--- config.mk ---
export PLATFORM = sky130hd
export DESIGN_NAME = qea_state_drain
export DESIGN_NICKNAME = d
export VERILOG_FILES = /design/src/rtl/qea_pkg.sv /design/src/rtl/qea_amp_mag2.sv /design/src/rtl/qea_state_drain.sv
export SDC_FILE = /design/constraint.sdc
export NUM_CORES = 1
export LEC_CHECK = 0
export CORE_MARGIN = 2
export CORE_UTILIZATION = 50
export CTS_CLUSTER_DIAMETER = 30
export DETAILED_ROUTE_END_ITERATION = 8
export PLACE_DENSITY = 0.8
export SLEW_MARGIN = 5
export SYNTH_ARGS = -nofsm -noshare
export SYNTH_HDL_FRONTEND = slang
export SYNTH_HIERARCHICAL = 1
export SYNTH_SLANG_ARGS = --single-unit
--- constraint.sdc ---
create_clock -name clk -period 3.7 [get_ports clk]
set_clock_uncertainty 0.15 [all_clocks]
set_input_delay 0.555 -clock clk [delete_from_list [all_inputs] [get_ports clk]]
set_output_delay 0.555 -clock clk [all_outputs]
set_load 0.05 [all_outputs]
--- src/rtl/qea_pkg.sv ---
// Shared definitions for the QEA state-drain block: FSM states and qubit-count limits.
package qea_pkg;

   typedef enum logic [2:0] {
      IDLE = 3'd0,
      RD   = 3'd1,
      CAP  = 3'd2,
      SEND = 3'd3,
      DONE = 3'd4
   } drain_state_t;

   localparam int QBIT_MIN = 2;

   // Largest drainable qubit count for a given state-RAM address width.
   function automatic int qbit_max(input int addr_w);
      return addr_w + 2;
   endfunction

endpackage

--- src/rtl/qea_amp_mag2.sv ---
// Squared magnitude of one {real, imag} fixed-point amplitude, rescaled to the amplitude format.
// Only compiled when QEA_DRAIN_PROB_EN is defined.
`ifdef QEA_DRAIN_PROB_EN
module qea_amp_mag2 #(
   parameter int DATA_WIDTH   = 32,
   parameter int NUM_FRAC_BIT = 30
) (
   input  logic [2*DATA_WIDTH-1:0] amp,
   output logic [DATA_WIDTH-1:0]   mag2
);

   localparam int SUM_W = 2*DATA_WIDTH + 1;

   logic signed [DATA_WIDTH-1:0] re;
   logic signed [DATA_WIDTH-1:0] im;
   logic signed [SUM_W-1:0]      re_x;
   logic signed [SUM_W-1:0]      im_x;
   logic signed [SUM_W-1:0]      sum;

   assign re   = amp[2*DATA_WIDTH-1:DATA_WIDTH];
   assign im   = amp[DATA_WIDTH-1:0];
   assign re_x = SUM_W'(re);
   assign im_x = SUM_W'(im);
   assign sum  = re_x*re_x + im_x*im_x;
   assign mag2 = DATA_WIDTH'(sum >>> NUM_FRAC_BIT);

endmodule
`endif

--- src/rtl/qea_state_drain.sv ---
// Streams the QEA state RAM out one amplitude per beat, row by row, after a computation completes.
// Optional squared-magnitude output enabled by macro QEA_DRAIN_PROB_EN.
//
// state | meaning
// IDLE  | waiting for i_start
// RD    | state-RAM read of current row (o_state_ena high)
// CAP   | RAM data returns, captured into row buffer, first beat loaded
// SEND  | one amplitude per accepted beat, pe 0..PE_NUM-1
// DONE  | one-cycle o_done pulse
module qea_state_drain
   import qea_pkg::*;
#(
   parameter int PE_NUM           = 4,
   parameter int DATA_WIDTH       = 32,
   parameter int STATE_ADDR_WIDTH = 16,
   parameter int MAX_QBIT_WIDTH   = 6,
   parameter int NUM_FRAC_BIT     = 30
) (
   input  logic                               clk,
   input  logic                               rst_n,
   input  logic                               i_start,
   input  logic [MAX_QBIT_WIDTH-1:0]          i_qbit_num,
   output logic                               o_state_ena,
   output logic                               o_state_wea,
   output logic [STATE_ADDR_WIDTH-1:0]        o_state_addra,
   input  logic [PE_NUM*2*DATA_WIDTH-1:0]     i_state_dout,
   output logic                               o_tvalid,
   input  logic                               i_tready,
   output logic [2*DATA_WIDTH-1:0]            o_tdata,
   output logic [STATE_ADDR_WIDTH+1:0]        o_tidx,
   output logic                               o_tlast,
   output logic [DATA_WIDTH-1:0]              o_prob,
   output logic                               o_busy,
   output logic                               o_done
);

   localparam int AW     = STATE_ADDR_WIDTH;
   localparam int AMP_W  = 2*DATA_WIDTH;
   localparam logic [1:0] PE_LAST = 2'(PE_NUM - 1);

   // The basis index packs pe into two bits, so the row width must stay at four amplitudes.
   if (PE_NUM != 4 || NUM_FRAC_BIT >= AMP_W) begin : g_param_chk
      $error("qea_state_drain: PE_NUM must be 4 and NUM_FRAC_BIT below 2*DATA_WIDTH");
   end

   drain_state_t state, state_nxt;

   logic [AW-1:0]              row;
   logic [AW-1:0]              last_row;
   logic [1:0]                 pe;
   logic [1:0]                 pe_inc;
   logic [PE_NUM*AMP_W-1:0]    row_buf;
   logic [AMP_W-1:0]           tdata;
   logic [AW+1:0]              tidx;
   logic                       tlast_r;
   logic [AMP_W-1:0]           nxt_amp;
   logic [31:0]                n_ext;
   logic                       n_ok;
   logic [AW:0]                span;
   logic                       pe_end;
   logic                       beat_load;

   assign n_ext  = 32'(i_qbit_num);
   assign n_ok   = (n_ext >= 32'(QBIT_MIN)) && (n_ext <= 32'(qbit_max(AW)));
   // R-1 = 2^(n-2)-1; one spare bit keeps n = AW+2 from overflowing before the subtract.
   assign span   = ((AW+1)'(1) << (i_qbit_num - MAX_QBIT_WIDTH'(QBIT_MIN))) - (AW+1)'(1);
   assign pe_inc = pe + 2'd1;
   assign pe_end = (pe == PE_LAST);

   always_ff @(posedge clk or negedge rst_n) begin
      if (!rst_n) state <= IDLE;
      else        state <= state_nxt;
   end

   always_comb begin
      state_nxt = state;
      case (state)
         IDLE:    if (i_start) state_nxt = n_ok ? RD : DONE;
         RD:      state_nxt = CAP;
         CAP:     state_nxt = SEND;
         SEND:    if (i_tready && pe_end) state_nxt = (row == last_row) ? DONE : RD;
         DONE:    state_nxt = IDLE;
         default: state_nxt = IDLE;
      endcase
   end

   // Next amplitude to present: pe 0 straight from RAM in CAP, else the following pe from the buffer.
   always_comb begin
      nxt_amp = row_buf[int'(pe_inc)*AMP_W +: AMP_W];
      if (state == CAP) nxt_amp = i_state_dout[AMP_W-1:0];
   end

   assign beat_load = (state == CAP) || ((state == SEND) && i_tready && !pe_end);

   always_ff @(posedge clk or negedge rst_n) begin
      if (!rst_n) begin
         row      <= '0;
         last_row <= '0;
         pe       <= '0;
         row_buf  <= '0;
         tdata    <= '0;
         tidx     <= '0;
         tlast_r  <= 1'b0;
      end else begin
         case (state)
            IDLE: begin
               if (i_start && n_ok) begin
                  row      <= '0;
                  last_row <= AW'(span);
               end
            end
            CAP: begin
               row_buf <= i_state_dout;
               pe      <= '0;
               tdata   <= nxt_amp;
               tidx    <= {row, 2'd0};
               tlast_r <= (row == last_row) && (PE_LAST == 2'd0);
            end
            SEND: begin
               if (i_tready) begin
                  if (pe_end) begin
                     if (row != last_row) row <= row + AW'(1);
                  end else begin
                     pe      <= pe_inc;
                     tdata   <= nxt_amp;
                     tidx    <= {row, pe_inc};
                     tlast_r <= (row == last_row) && (pe_inc == PE_LAST);
                  end
               end
            end
            default: ;
         endcase
      end
   end

`ifdef QEA_DRAIN_PROB_EN
   logic [DATA_WIDTH-1:0] mag2;
   logic [DATA_WIDTH-1:0] prob_r;

   qea_amp_mag2 #(
      .DATA_WIDTH   (DATA_WIDTH),
      .NUM_FRAC_BIT (NUM_FRAC_BIT)
   ) u_mag2 (
      .amp  (nxt_amp),
      .mag2 (mag2)
   );

   always_ff @(posedge clk or negedge rst_n) begin
      if (!rst_n)         prob_r <= '0;
      else if (beat_load) prob_r <= mag2;
   end

   assign o_prob = prob_r;
`else
   assign o_prob = '0;
`endif

   assign o_state_ena   = (state == RD);
   assign o_state_wea   = 1'b0;
   assign o_state_addra = row;
   assign o_tvalid      = (state == SEND);
   assign o_tdata       = tdata;
   assign o_tidx        = tidx;
   assign o_tlast       = (state == SEND) && tlast_r;
   assign o_busy        = (state == RD) || (state == CAP) || (state == SEND);
   assign o_done        = (state == DONE);

endmodule

* After elaboration in Yosys (flattened, before gate mapping)
Index checks and enable logic that the tools add are counted.
** Word-level totals
- Bits in registers :: 376
- Input port bits :: 266
- Output and inout bits :: 136
- Logic and storage cells :: 68
** Operators by class
- Add/subtract/negate cells :: 4
- Order comparisons :: 2
- Eq/ne operators :: 15
- Shift-type cells :: 2
- Muxes and demuxes :: 23
- Reductions and logical operators :: 14
** Operators with widths (count)
- indexed part select 256 x 9 -> 64 bit :: 1
- 2-to-1 mux 64 bit :: 3
- case mux 64 bit (2 select lines) :: 1
- 2-to-1 mux 16 bit :: 4
- 2-to-1 mux 18 bit :: 2
- case mux 18 bit (2 select lines) :: 1
- case mux 16 bit (2 select lines) :: 1
- adder 16 x 1 -> 16 bit, second input constant :: 1
- equality test 16 bit :: 1
- != test 16 bit :: 1
- left shift 1 x 6 -> 16 bit, first input constant :: 1
- subtractor 16 x 2 -> 16 bit, second input constant :: 1
- 2-to-1 mux 3 bit :: 4
- case mux 3 bit (4 select lines) :: 1
- != test 2 x 1 -> 1 bit, second input constant :: 4
- equality test 3 x 2 -> 1 bit, second input constant :: 2
- >= comparator 6 x 2 -> 1 bit, second input constant :: 1
- less-or-equal comparator 6 x 5 -> 1 bit, second input constant :: 1
- != test 2 bit, second input constant :: 3
- subtractor 6 x 2 -> 6 bit, second input constant :: 1
- logical AND 1 bit :: 5
- AND reduction 5 bit :: 1
- equality test 2 bit, second input constant :: 2
- 2-to-1 mux 2 bit :: 2
- 11 further kinds :: 15

* Depth between registers and ports, before layout
- Depth after elaboration :: 6
- Depth in mapped cells :: 14
- Gate-level depth less buffers :: 13

* Worst setup path before layout
Ideal clock, no wire load.
- Kind :: reg2reg
- Start point :: reg pe[0]
- End point :: reg tdata[14] (netlist: o_tdata[14])
- Setup time :: 0.133 ns
- Arrival time :: 2.693 ns
- Data required time :: 3.417 ns
- Setup slack :: 0.724 ns
- Stages on the path, launching flop included :: 11
- Path buffers :: 5
- Clock period less this slack :: 2.976 ns
- Cell sequence :: dfrtp_1 clkbuf_1 buf_4 buf_2 inv_1 ha_1 buf_2 clkbuf_1 mux4_2 mux2i_1 o21ai_0
** On the way
- Longest elaborated chain between the ends :: 6
- Elaborated cells on any way between the ends :: 9
- Classes of those cells :: add/sub: 1; eq/ne: 2; shift: 1; mux: 4; reduce/logical: 1
** Ends and longest elaborated chain
- from (decl) :: line qea_state_drain.sv:50 : logic [1:0] pe;
- from (signal assigned) :: line qea_state_drain.sv:124 : pe <= pe_inc;
- adder 2 x 1 -> 2 bit :: line qea_state_drain.sv:67 : assign pe_inc = pe + 2'd1;
- indexed part select 256 x 9 -> 64 bit :: line qea_state_drain.sv:89 : nxt_amp = row_buf[int'(pe_inc)*AMP_W +: AMP_W];
- 2-to-1 mux 64 bit :: line qea_state_drain.sv:90 : if (state == CAP) nxt_amp = i_state_dout[AMP_W-1:0];
- 2-to-1 mux 64 bit :: line qea_state_drain.sv:121 : if (pe_end) begin
- 2-to-1 mux 64 bit :: line qea_state_drain.sv:120 : if (i_tready) begin
- case mux 64 bit (2 select lines) :: line qea_state_drain.sv:105 : case (state)
- to (signal assigned) :: line qea_state_drain.sv:115 : tdata <= nxt_amp;
- to (signal assigned) :: line qea_state_drain.sv:125 : tdata <= nxt_amp;
- to (decl) :: line qea_state_drain.sv:53 : logic [AMP_W-1:0] tdata;
Several ways; a longest one is shown, not always the timed one. The select of a mux whose other input is x is not followed.
A chain may end at the register's enable or synchronous reset.

* Worst setup path in the final report
- Start point :: reg state[2]
- End point :: out o_tlast
** On the way
- Longest elaborated chain between the ends :: 2
** Ends and longest elaborated chain
- from (decl) :: line qea_state_drain.sv:46 : drain_state_t state, state_nxt;
- from (signal assigned) :: line qea_state_drain.sv:72 : else state <= state_nxt;
- equality test 3 x 2 -> 1 bit :: line qea_state_drain.sv:164 : assign o_tlast = (state == SEND) && tlast_r;
- logical AND 1 bit :: line qea_state_drain.sv:164
- to (decl) :: line qea_state_drain.sv:31 : output logic o_tlast,
Every way passes these cells.

==> results.py <==
metrics = {
    "run_status": {
        "status": "finished clean",
    },
    "setup_path": {
        "critical_path_required_ns": 2.99,
        "worst_setup_path_start_kind": "flop",
        "arrival_ns": 2.48,
        "critical_path_peak_fanout": 11,
        "r2r-start": "o_state_addra[2]",
        "criticalPathCategory": "reg2out",
        "r2r-end": "o_state_addra[11]",
        "r2r_slack_ns": 1.02,
        "endpoint_kind": "primary output",
        "rr_worst_depth": 6,
    },
    "global_routing": {
        "grt_max_degree": 201,
        "gr-total-overflow": 0,
        "busiest_layer": "met2",
        "grt_usage_pct": 26.5,
        "grt_pass1_wl_um": 75200,
        "grt_pass1_vias": 14800,
        "use_met1_pct": 33.0,
        "antenna_found_initial": 8,
        "grt_use_met3_pct": 7.10,
        "met2_usage_pct": 42.7,
    },
    "sta": {
        "rsz0062_at_grt": "no",
        "timing.hold.ws_ns": 0.317,
        "slew_viol_final": 0,
        "hold_viol_final": 0,
        "slew_headroom_pct": 32.9,
        "min_period_over_period_pct": 86.0,
        "final.min_clock_period_ns": 3.18,
        "setup_viol": 0,
        "tns_ns": 0,
        "fmax_mhz": 314,
        "worst_pin_slew_ns": 0.998,
    },
    "floorplan": {
        "start_util_pct": 50.9,
        "coreArea_um2": 33600,
        "die_x_um": 189,
        "num_rows": 67,
        "dieHeight_um": 189,
        "ioPinCount": 402,
        "die_area_um2": 35700,
    },
    "hold_path": {
        "min-delay-start": "row_buf[24]",
        "min_path_type": "reg2reg",
        "hold_end": "row_buf[24]",
        "min_path_cells": 2,
    },
    "clock_tree": {
        "clock-sinks": 374,
        "post_cts_resized": 0,
        "clock_latency_ns": 0.57,
        "cts_setup_buffers": 0,
        "cts_tree": "built",
        "root_buffer": "clkbuf_16",
        "cts_buffers": 77,
        "clk_path_buf_depth": 3,
        "htree_levels": 3,
        "clkTransAtPathRegs_ns": 0.05,
    },
    "synthesis": {
        "ys_seq_elements": 374,
        "synth_edf_count": 0,
        "netlist_area_um2": 17100,
        "syn_avg_cell_area_um2": 9.89,
        "ys_warn_count": 6,
        "synth.yosys.seq_area_share_pct": 54.7,
        "netlist_instances": 1729,
        "synth_ff_type": "dfrtp_1",
        "async_reset_ff_share_pct": 100,
        "yosysUniqueCellTypes": 62,
    },
    "pwr": {
        "seq_power_share_pct": 31.4,
        "p_switching_uw": 8360,
        "combPwrFrac_pct": 36.9,
        "p_total_uw": 22500,
        "internal-power_uw": 14100,
        "p_per_area_nw_per_um2": 945,
        "leakagePower_uw": 0.0114,
        "clockPowerShare_pct": 31.7,
        "peakVddDrop_v": 0.000684,
        "p_sw_share_pct": 37.1,
    },
    "route": {
        "wl_per_cell_um": 17.8,
        "drt_pre_antenna_iters": 5,
        "drtIter0Drc": 1010,
        "drtAntennaViolNets": 0,
        "routed_via_density": 5.33,
        "post-route-drc-count": 0,
        "num_vias": 13900,
        "routed_wl_um": 46500,
    },
    "layout": {
        "fillers": 2336,
        "final_cells": 2614,
        "area_growth_pct": 39.3,
        "drive_gt1_share_pct": 12.2,
        "nets": 2366,
    },
    "placed_design": {
        "place.gp.congestion": 0.858,
        "dpl.cell_count": 2462,
        "place_hpwl_um": 29600,
        "place.port_buffers": 368,
    },
    "job": {
        "maxCapViolations": 0,
    },
}
[cells in the final DEF (no fill, tap or decap), types with 3 or more instances in the layout]
| cell type | netlist | routed |
|---|---|---|
| mux2_2 | 16 | 16 |
| or4_1 | 5 | 5 |
| mux2i_1 | 66 | 66 |
| and3_1 | 3 | 3 |
| clkinv_2 | 0 | 5 |
| o31ai_1 | 3 | 3 |
| buf_4 | 41 | 18 |
| clkinv_4 | 0 | 14 |
| diode_2 | 0 | 8 |
| o21ai_0 | 34 | 34 |
| bufinv_16 | 0 | 8 |
| xnor2_1 | 17 | 17 |
| nor3_1 | 7 | 7 |
| ha_1 | 6 | 5 |
| inv_1 | 7 | 7 |
| clkbuf_16 | 0 | 80 |
| clkinvlp_4 | 0 | 8 |
| a21oi_1 | 20 | 20 |
| buf_12 | 0 | 8 |
| a31oi_1 | 7 | 7 |
| clkbuf_8 | 0 | 7 |
| dfrtp_1 | 374 | 373 |
| nand2b_1 | 3 | 3 |
| nand2_1 | 795 | 795 |
| inv_6 | 0 | 14 |
| o21ai_1 | 57 | 57 |
| clkdlybuf4s50_1 | 0 | 367 |
| nand3_1 | 7 | 7 |
| nand4_1 | 14 | 14 |
| clkbuf_1 | 52 | 3 |
| mux4_2 | 64 | 64 |
| or3_1 | 12 | 12 |
| conb_1 | 1 | 33 |
| nor2_1 | 24 | 24 |
[routing by layer]
metal	up-vias	part of all wire [%]
li1	6439	-
met3	126	7.5
met1	6803	39
met4	4	4.1
met2	566	49
met5	-	0.049
[worst max-delay path: stages (launching register included)]
cell and delay, ns:
dfrtp_1 0.52, nand3b_4 0.27, inv_1 0.15, and2_1 0.14, clkdlybuf4s50_1 0.81
[how the worst max path moves through the flow]
stage                  startpoint            to  slack (ns)  cells after the start
floorplan                   pe[0]   o_tdata[14]        0.72                     10
global route        i_qbit_num[1]  last_row[12]        0.29                     14
CTS                         pe[0]     o_tidx[0]        0.50                      2
global placement    i_qbit_num[1]  last_row[12]        0.12                     14
finish                   state[2]       o_tlast        0.52                      4
detailed placement  i_qbit_num[1]  last_row[12]        0.04                     14
[cells in the mapped netlist, types with 5 or more instances]
cell type  instances  area, um2
a31oi_1            7       43.8
ha_1               6       75.1
or3_1             12       75.1
mux4_2            64       1440
clkbuf_1          52        195
o21ai_0           34        170
nand3_1            7       35.0
a21oi_1           20        100
mux2i_1           66        661
nand2_1          795       2980
or4_1              5       37.5
buf_4             41        308
mux2_2            16        180
nor2_1            24       90.1
o21ai_1           57        285
dfrtp_1          374       9360
inv_1              7       26.3
nand4_1           14       87.6
buf_2             43        215
xnor2_1           17        149
nor3_1             7       35.0
[logic make-up after synthesis]
group	count (synthesis)	share of synthesized area [%]
buf+inv	149	4.68
compound gates	138	4.62
mux	146	13.3
xor+xnor	19	0.973
fa+ha+maj	6	0.439
simple gates	896	21.2
flops	374	54.7
other cells	1	0.0219
[per-stage QoR]
stage                     utilization, %  setup WS [ns]  cell area [um2]
after floorplan                        -          0.724            17200
after global placement              62.6          0.120            21000
after detailed placement            62.6         0.0410            21000
after CTS                           70.8          0.497            23800
after global routing                70.8          0.287            23800
final                               70.8          0.517            23800
[cell type report]
| class | count | area (um2) | share of cell area [%] |
|---|---|---|---|
| Sequential cell | 374 | 9360 | 39.3 |
| Multi-Input combinational cell | 1238 | 7100 | 29.8 |
| Timing Repair Buffer | 395 | 3990 | 16.8 |
| Clock buffer | 90 | 2110 | 8.86 |
| Clock inverter | 53 | 629 | 2.64 |
| Tap cell | 448 | 561 | 2.35 |
| Inverter | 8 | 30.0 | 0.126 |
| Antenna cell | 8 | 20.0 | 0.0841 |
[state kept, by name (all words and copies together) (netlist names)]
register and flops:
pe 1, o_tidx 17, state 3, last_row 16
tlast_r 1, o_state_addra 16, row_buf 256, o_tdata 64
[power by group through the flow]
stage | registers [uW] | logic, uW | clock network [uW]
floorplan | 8000 | 4780 | 0
global placement | 6960 | 8040 | 0
detailed placement | 7060 | 8260 | 0
CTS | 7040 | 8390 | 7240
global route | 7260 | 9080 | 7440
finish | 7060 | 8310 | 7130
[what timing repair did]
action | in CTS | in global routing
hold buffers | 1 | 0
setup endpoints to repair | 0 | 0
hold endpoints to repair | 72 | 0
Note: power is estimated with default switching activity, not from simulation.
==> RTL edit 1 (config.mk and constraints unchanged) <==
Set the parameter `MAX_QBIT_WIDTH` to 3 (it was 6).
--- a/src/rtl/qea_state_drain.sv
+++ b/src/rtl/qea_state_drain.sv
@@ -13,7 +13,7 @@
    parameter int PE_NUM           = 4,
    parameter int DATA_WIDTH       = 32,
    parameter int STATE_ADDR_WIDTH = 16,
-   parameter int MAX_QBIT_WIDTH   = 6,
+   parameter int MAX_QBIT_WIDTH   = 3,
    parameter int NUM_FRAC_BIT     = 30
 ) (
    input  logic                               clk,
Ports: changed (resized i_qbit_num); port bits go from 402 to 399. No check against the original RTL was run, so the function may have changed too.
==> RTL edit 1 against the unedited design <==
Non-clock buffer count fell by 6. Power rose by 2.3%. Setup slack got worse by 220 ps. Routed wire length rose by 1.0%. Design area fell by 2.0%. Synthesized cell count fell by 4.6%. Sequential share of layout area rose by 0.70 points. Synthesized area fell by 3.0%. Sequential cell count fell by 1. Register-to-register slack improved by 50 ps. Count of clock-buffer cells in the layout rose by 12. Critical path type unchanged. Critical endpoint is now o_tvalid. Highest routed layer unchanged.
==> RTL edit 1: results <==
[placed_design]
dp_cells = 2380
globalplace.congestion = 0.848
placed_cell_area_sq_um = 20500
portBuffers = 365
dp_hpwl_microns = 29000

[power_and_ir_drop]
p_int_mw = 14.4
ir_worst_vdd_v = 0.000550
power.leakage_nw = 11.2

[global_routing]
track_usage_pct = 27.5
grt_max_degree = 164
grt_pass1_wl_microns = 73700
antenna_found_initial = 7

[cells_and_area]
inv_count = 10
comb.multi_input.count = 1167
nNonClkBuffers = 389
fin_nets = 2292
clock_buffer_count = 102
nFillCells = 2221
layout.nonclk_buf_share_pct = 16.9
regMostFlops = "row_buf"
layout-drive-gt1-share_pct = 12.4
seq_share_pct = 40.0
multi_input_area_sq_um = 6650
final-clk-cell-share_pct = 11.9
antenna_cells = 5

[yosys]
yosysUniqueCellTypes = 53
synth_common_cells = "nand2_1 (798), dfrtp_1 (373), o21ai_0 (81)"
ys_top_cells_by_area = "dfrtp_1 (56%), nand2_1 (18%), mux4_2 (8.7%)"
seq_area_frac_synth_pct = 56.3
postSynthAreaPerCell_sq_um = 10.1
ys_seq_elements = 373

[worst_setup_path]
worst_ep_arrival_time_ps = 2700
cp_slowest_stage_delay_ps = 830
worstPathMaxFanout = 12

[route]
first_pass_iters = 7
drt_iter0_markers = 955
vias = 13500
wire_per_inst_microns = 18.5
drt-total-wl_microns = 46900

[floorplan]
die-area_sq_um = 34600

[sta]
slew-limit-headroom_pct = 37.4

[clock_tree]
cts.repair.resized = 0
numCtsBuffers = 81

[outcome]
run_status = "finished clean"
## RTL edit 1: cell count changes in the layout (fill, tap and decap cells not counted), moves of 6 or more
| cell | unedited run | this run |
|---|---|---|
| nand4_1 | 14 | 2 |
| o21ai_0 | 34 | 81 |
| a31oi_1 | 7 | 1 |
| and2_1 | 2 | 11 |
| or3_1 | 12 | 1 |
| nor2_1 | 24 | 13 |
| clkbuf_1 | 3 | 11 |
| clkinv_2 | 5 | 13 |
| clkinv_4 | 14 | 7 |
| o21ai_1 | 57 | 0 |
| inv_6 | 14 | 8 |
| a21oi_1 | 20 | 2 |
| xnor2_1 | 17 | 3 |
| xor2_1 | 2 | 11 |
## RTL edit 1: path summary, 6_finish.rpt
check | from | slack [ps] | endpoint | cells past startpoint
worst min-delay path | row_buf[102] | 320 | row_buf[102] | 2
min in group asynchronous | rst_n | 490 | row_buf[53] | 2
worst min register to register | row_buf[102] | 320 | row_buf[102] | 2
worst max register to register | o_state_addra[6] | 1070 | o_state_addra[6] | 6
worst max-delay path | state[2] | 290 | o_tvalid | 4
max in group asynchronous | rst_n | 2000 | o_tdata[32] | 3
## RTL edit 1: cell families (layout without fill, tap and decap cells)
family,count (synthesis),in the layout,share of synthesized area [%]
multiplexers,146,146,13.8
AO/OA/AOI/OAI,104,104,3.58
XOR/XNOR,15,15,0.838
adder cells (fa/ha/maj),7,7,0.528
flip-flops,373,373,56.3
buffers and inverters,142,547,4.51
AND/OR/NAND/NOR,862,862,20.5
other,1,38,0.0226
## RTL edit 1: stage by stage
step           utilization [%]  setup slack [ps]  hold WS (ps)
2_1_floorplan                -               599           109
3_3_place_gp              62.9               830           302
3_5_place_dp              62.9               761           308
4_1_cts                   71.5               275           318
5_1_grt                   71.5               196           336
6_report                  71.5               294           317
## RTL edit 1: power by group through the flow
stage / logic [mW] / registers (mW) / clock network [mW]
floorplan: 4.85 / 8.10 / 0
global placement: 8.29 / 6.95 / 0
detailed placement: 8.55 / 7.06 / 0
CTS: 8.72 / 7.07 / 7.35
global route: 9.40 / 7.28 / 7.58
finish: 8.64 / 7.10 / 7.27
## RTL edit 1: worst max-delay path, delay by kind of cell (launching register included)
| kind | cells | cell delay, ps |
|---|---|---|
| simple gates | 2 | 590 |
| buf+inv | 2 | 1040 |
| flops | 1 | 480 |
## RTL edit 1: per-layer routing
layer	track usage (%)	vias to the layer above	part of all wire (%)
met3	7.69	154	7.8
li1	-	6093	-
met4	13.8	6	4.3
met2	44.7	614	49
met1	33.9	6681	39
met5	0	-	0.092
==> RTL edit 2 (same flow settings) <==
Made on the original files. Encoding of `drain_state_t`: now one-hot (5 bits for 5 states).
--- a/src/rtl/qea_pkg.sv
+++ b/src/rtl/qea_pkg.sv
@@ -1,12 +1,12 @@
 // Shared definitions for the QEA state-drain block: FSM states and qubit-count limits.
 package qea_pkg;
 
-   typedef enum logic [2:0] {
-      IDLE = 3'd0,
-      RD   = 3'd1,
-      CAP  = 3'd2,
-      SEND = 3'd3,
-      DONE = 3'd4
+   typedef enum logic [4:0] {
+      IDLE = 5'b00001,
+      RD   = 5'b00010,
+      CAP  = 5'b00100,
+      SEND = 5'b01000,
+      DONE = 5'b10000
    } drain_state_t;
 
    localparam int QBIT_MIN = 2;
Check against the original RTL: no difference found for any inputs over 4 cycles, from zero or initial values and one cycle with rst_n low; so few cycles prove little.
==> RTL edit 2 against the unedited design <==
Design area up 1.9%. Sequential cell count rose by 2. Sequential power fell by 5.7%. Routed wire length increased by 5.6%. Cell count increased by 0.61%. Power decreased by 13%. Synthesized area is 0.70% higher. Worst hold slack hardly changed. Setup slack worse by 340 ps. Utilization rose by 1.2 points. First-iteration DRC count is 5.6% lower. Register-to-register slack gained 30 ps. Synthesized cell count decreased by 0.12%. Highest routed layer unchanged.
==> RTL edit 2: results <==
[outcome]
run_status = "finished clean"

[clock_tree]
h-tree-depth = 3
numCtsBuffers = 84
cts_setup_buffers = 0
insertion_delay_ps = 580

[global_routing]
grt_pass1_vias = 15100
grt_max_degree = 261
track_usage_pct = 27.4
grt_pass1_wl_microns = 77900

[worst_setup_path]
worstPathMaxFanout = 8
cp_slowest_stage_delay_ps = 790
worstReg2RegStart = "state[1]"
worstReg2RegEnd = "o_tdata[5]"
r2r_setup_slack_ps = 1050
slowest_stage = "clkdlybuf4s50_1"
worst_ep_arrival_time_ps = 2820

[min_path]
worst_hold_path.endpoint = "row_buf[39]"
min_path_type = "reg -> reg"
hp-start = "row_buf[39]"

[power_and_ir_drop]
ir_worst_vdd_v = 0.000650
power.leakage_nw = 11.1

[cells_and_area]
layout-drive-gt1-share_pct = 12.6
nFillCells = 2294
fin_nets = 2380
largest_reg_flops = 256
regMostFlops = "row_buf"

[route]
drt-total-wl_microns = 49100
vias = 14200
first_pass_iters = 7
drt_iter0_markers = 953

[yosys]
synth_common_cells = "nand2_1 (796), dfrtp_1 (375), clkbuf_1 (78)"
async_flop_share_pct = 100
seq_area_frac_synth_pct = 54.7
ys.flop_type = "dfrtp_1"
ys_top_cells_by_area = "dfrtp_1 (55%), nand2_1 (17%), mux4_2 (8.4%)"

[sta]
tightest_slew_ps = 1200

[placed_design]
globalplace.congestion = 0.879
dp_slack_ps = 249
dp_hpwl_microns = 30700
## RTL edit 2: changes by cell type after synthesis, moves of 8 or more
cell,before,now
mux2_2,16,7
xnor2_1,17,26
clkbuf_1,52,78
o21ai_0,34,67
mux2_1,0,9
or3_1,12,4
a21oi_1,20,7
buf_2,43,22
o21ai_1,57,9
## RTL edit 2: cell type report
cell class	instances	area [sq um]	share of cell area, %
antenna	7	17.5	0.0722
clock buffer	102	2280	9.40
clock inverter	51	713	2.94
inverter	5	18.8	0.0774
multi-input combinational	1241	7250	29.9
sequential	376	9410	38.8
tap	448	561	2.31
timing repair buffer	400	4010	16.5
## RTL edit 2: worst max-delay path by stage
| stage | slack, ps | end | cells past startpoint |
|---|---|---|---|
| global placement | 270 | last_row[14] | 12 |
| floorplan | 420 | o_busy | 3 |
| global route | 60 | o_tlast | 4 |
| detailed placement | 250 | last_row[14] | 12 |
| CTS | 60 | o_busy | 4 |
| finish | 180 | o_tlast | 4 |
## RTL edit 2: routing by layer
metal / up-vias / wire length, microns / global-route usage [%]
met2: 614 / 24300 / 45.6
met3: 145 / 3460 / 6.09
met5: - / 13 / 0
met4: 2 / 2520 / 15.7
met1: 7001 / 18800 / 33.2
li1: 6435 / - / -
## RTL edit 2: power by group
part	switching [mW]	leakage, nW	total (mW)	internal (mW)
clock	2.45	1.46	7.77	5.32
combinational	2.96	5.56	5.10	2.14
sequential	0.952	4.12	6.66	5.71
total	6.36	11.1	19.5	13.2
## RTL edit 2: critical path, delay by kind of cell, from the launching register on
family	cells	cell delay, ps
buf+inv	1	790
flops	1	410
simple gates	3	1040
## RTL edit 2: stage by stage
step / power (mW) / cell area [sq um] / cells / hold WS [ps]
floorplan: 9.82 / 17300 / 1759 / 109
global placement: 11.4 / 21200 / 2469 / 302
detailed placement: 11.7 / 21200 / 2469 / 307
CTS: 19.7 / 24200 / 2623 / 318
global route: 20.4 / 24300 / 2629 / 336
finish: 19.5 / 24300 / 2630 / 317
## RTL edit 2: logic make-up after synthesis
family / count (synthesis) / synth area share (%)
AO/OA/AOI/OAI: 122 / 4.36
adder cells (fa/ha/maj): 6 / 0.436
flip-flops: 376 / 54.7
multiplexers: 153 / 13.7
buffers and inverters: 142 / 4.13
other: 1 / 0.0218
XOR/XNOR: 27 / 1.37
AND/OR/NAND/NOR: 900 / 21.4
## RTL edit 2: timing repair
item / CTS / global route
endpoints found under the hold margin: 95 / 0
hold buffers: 1 / 0
gates resized for setup: 0 / 1
setup endpoints to repair: 0 / 1
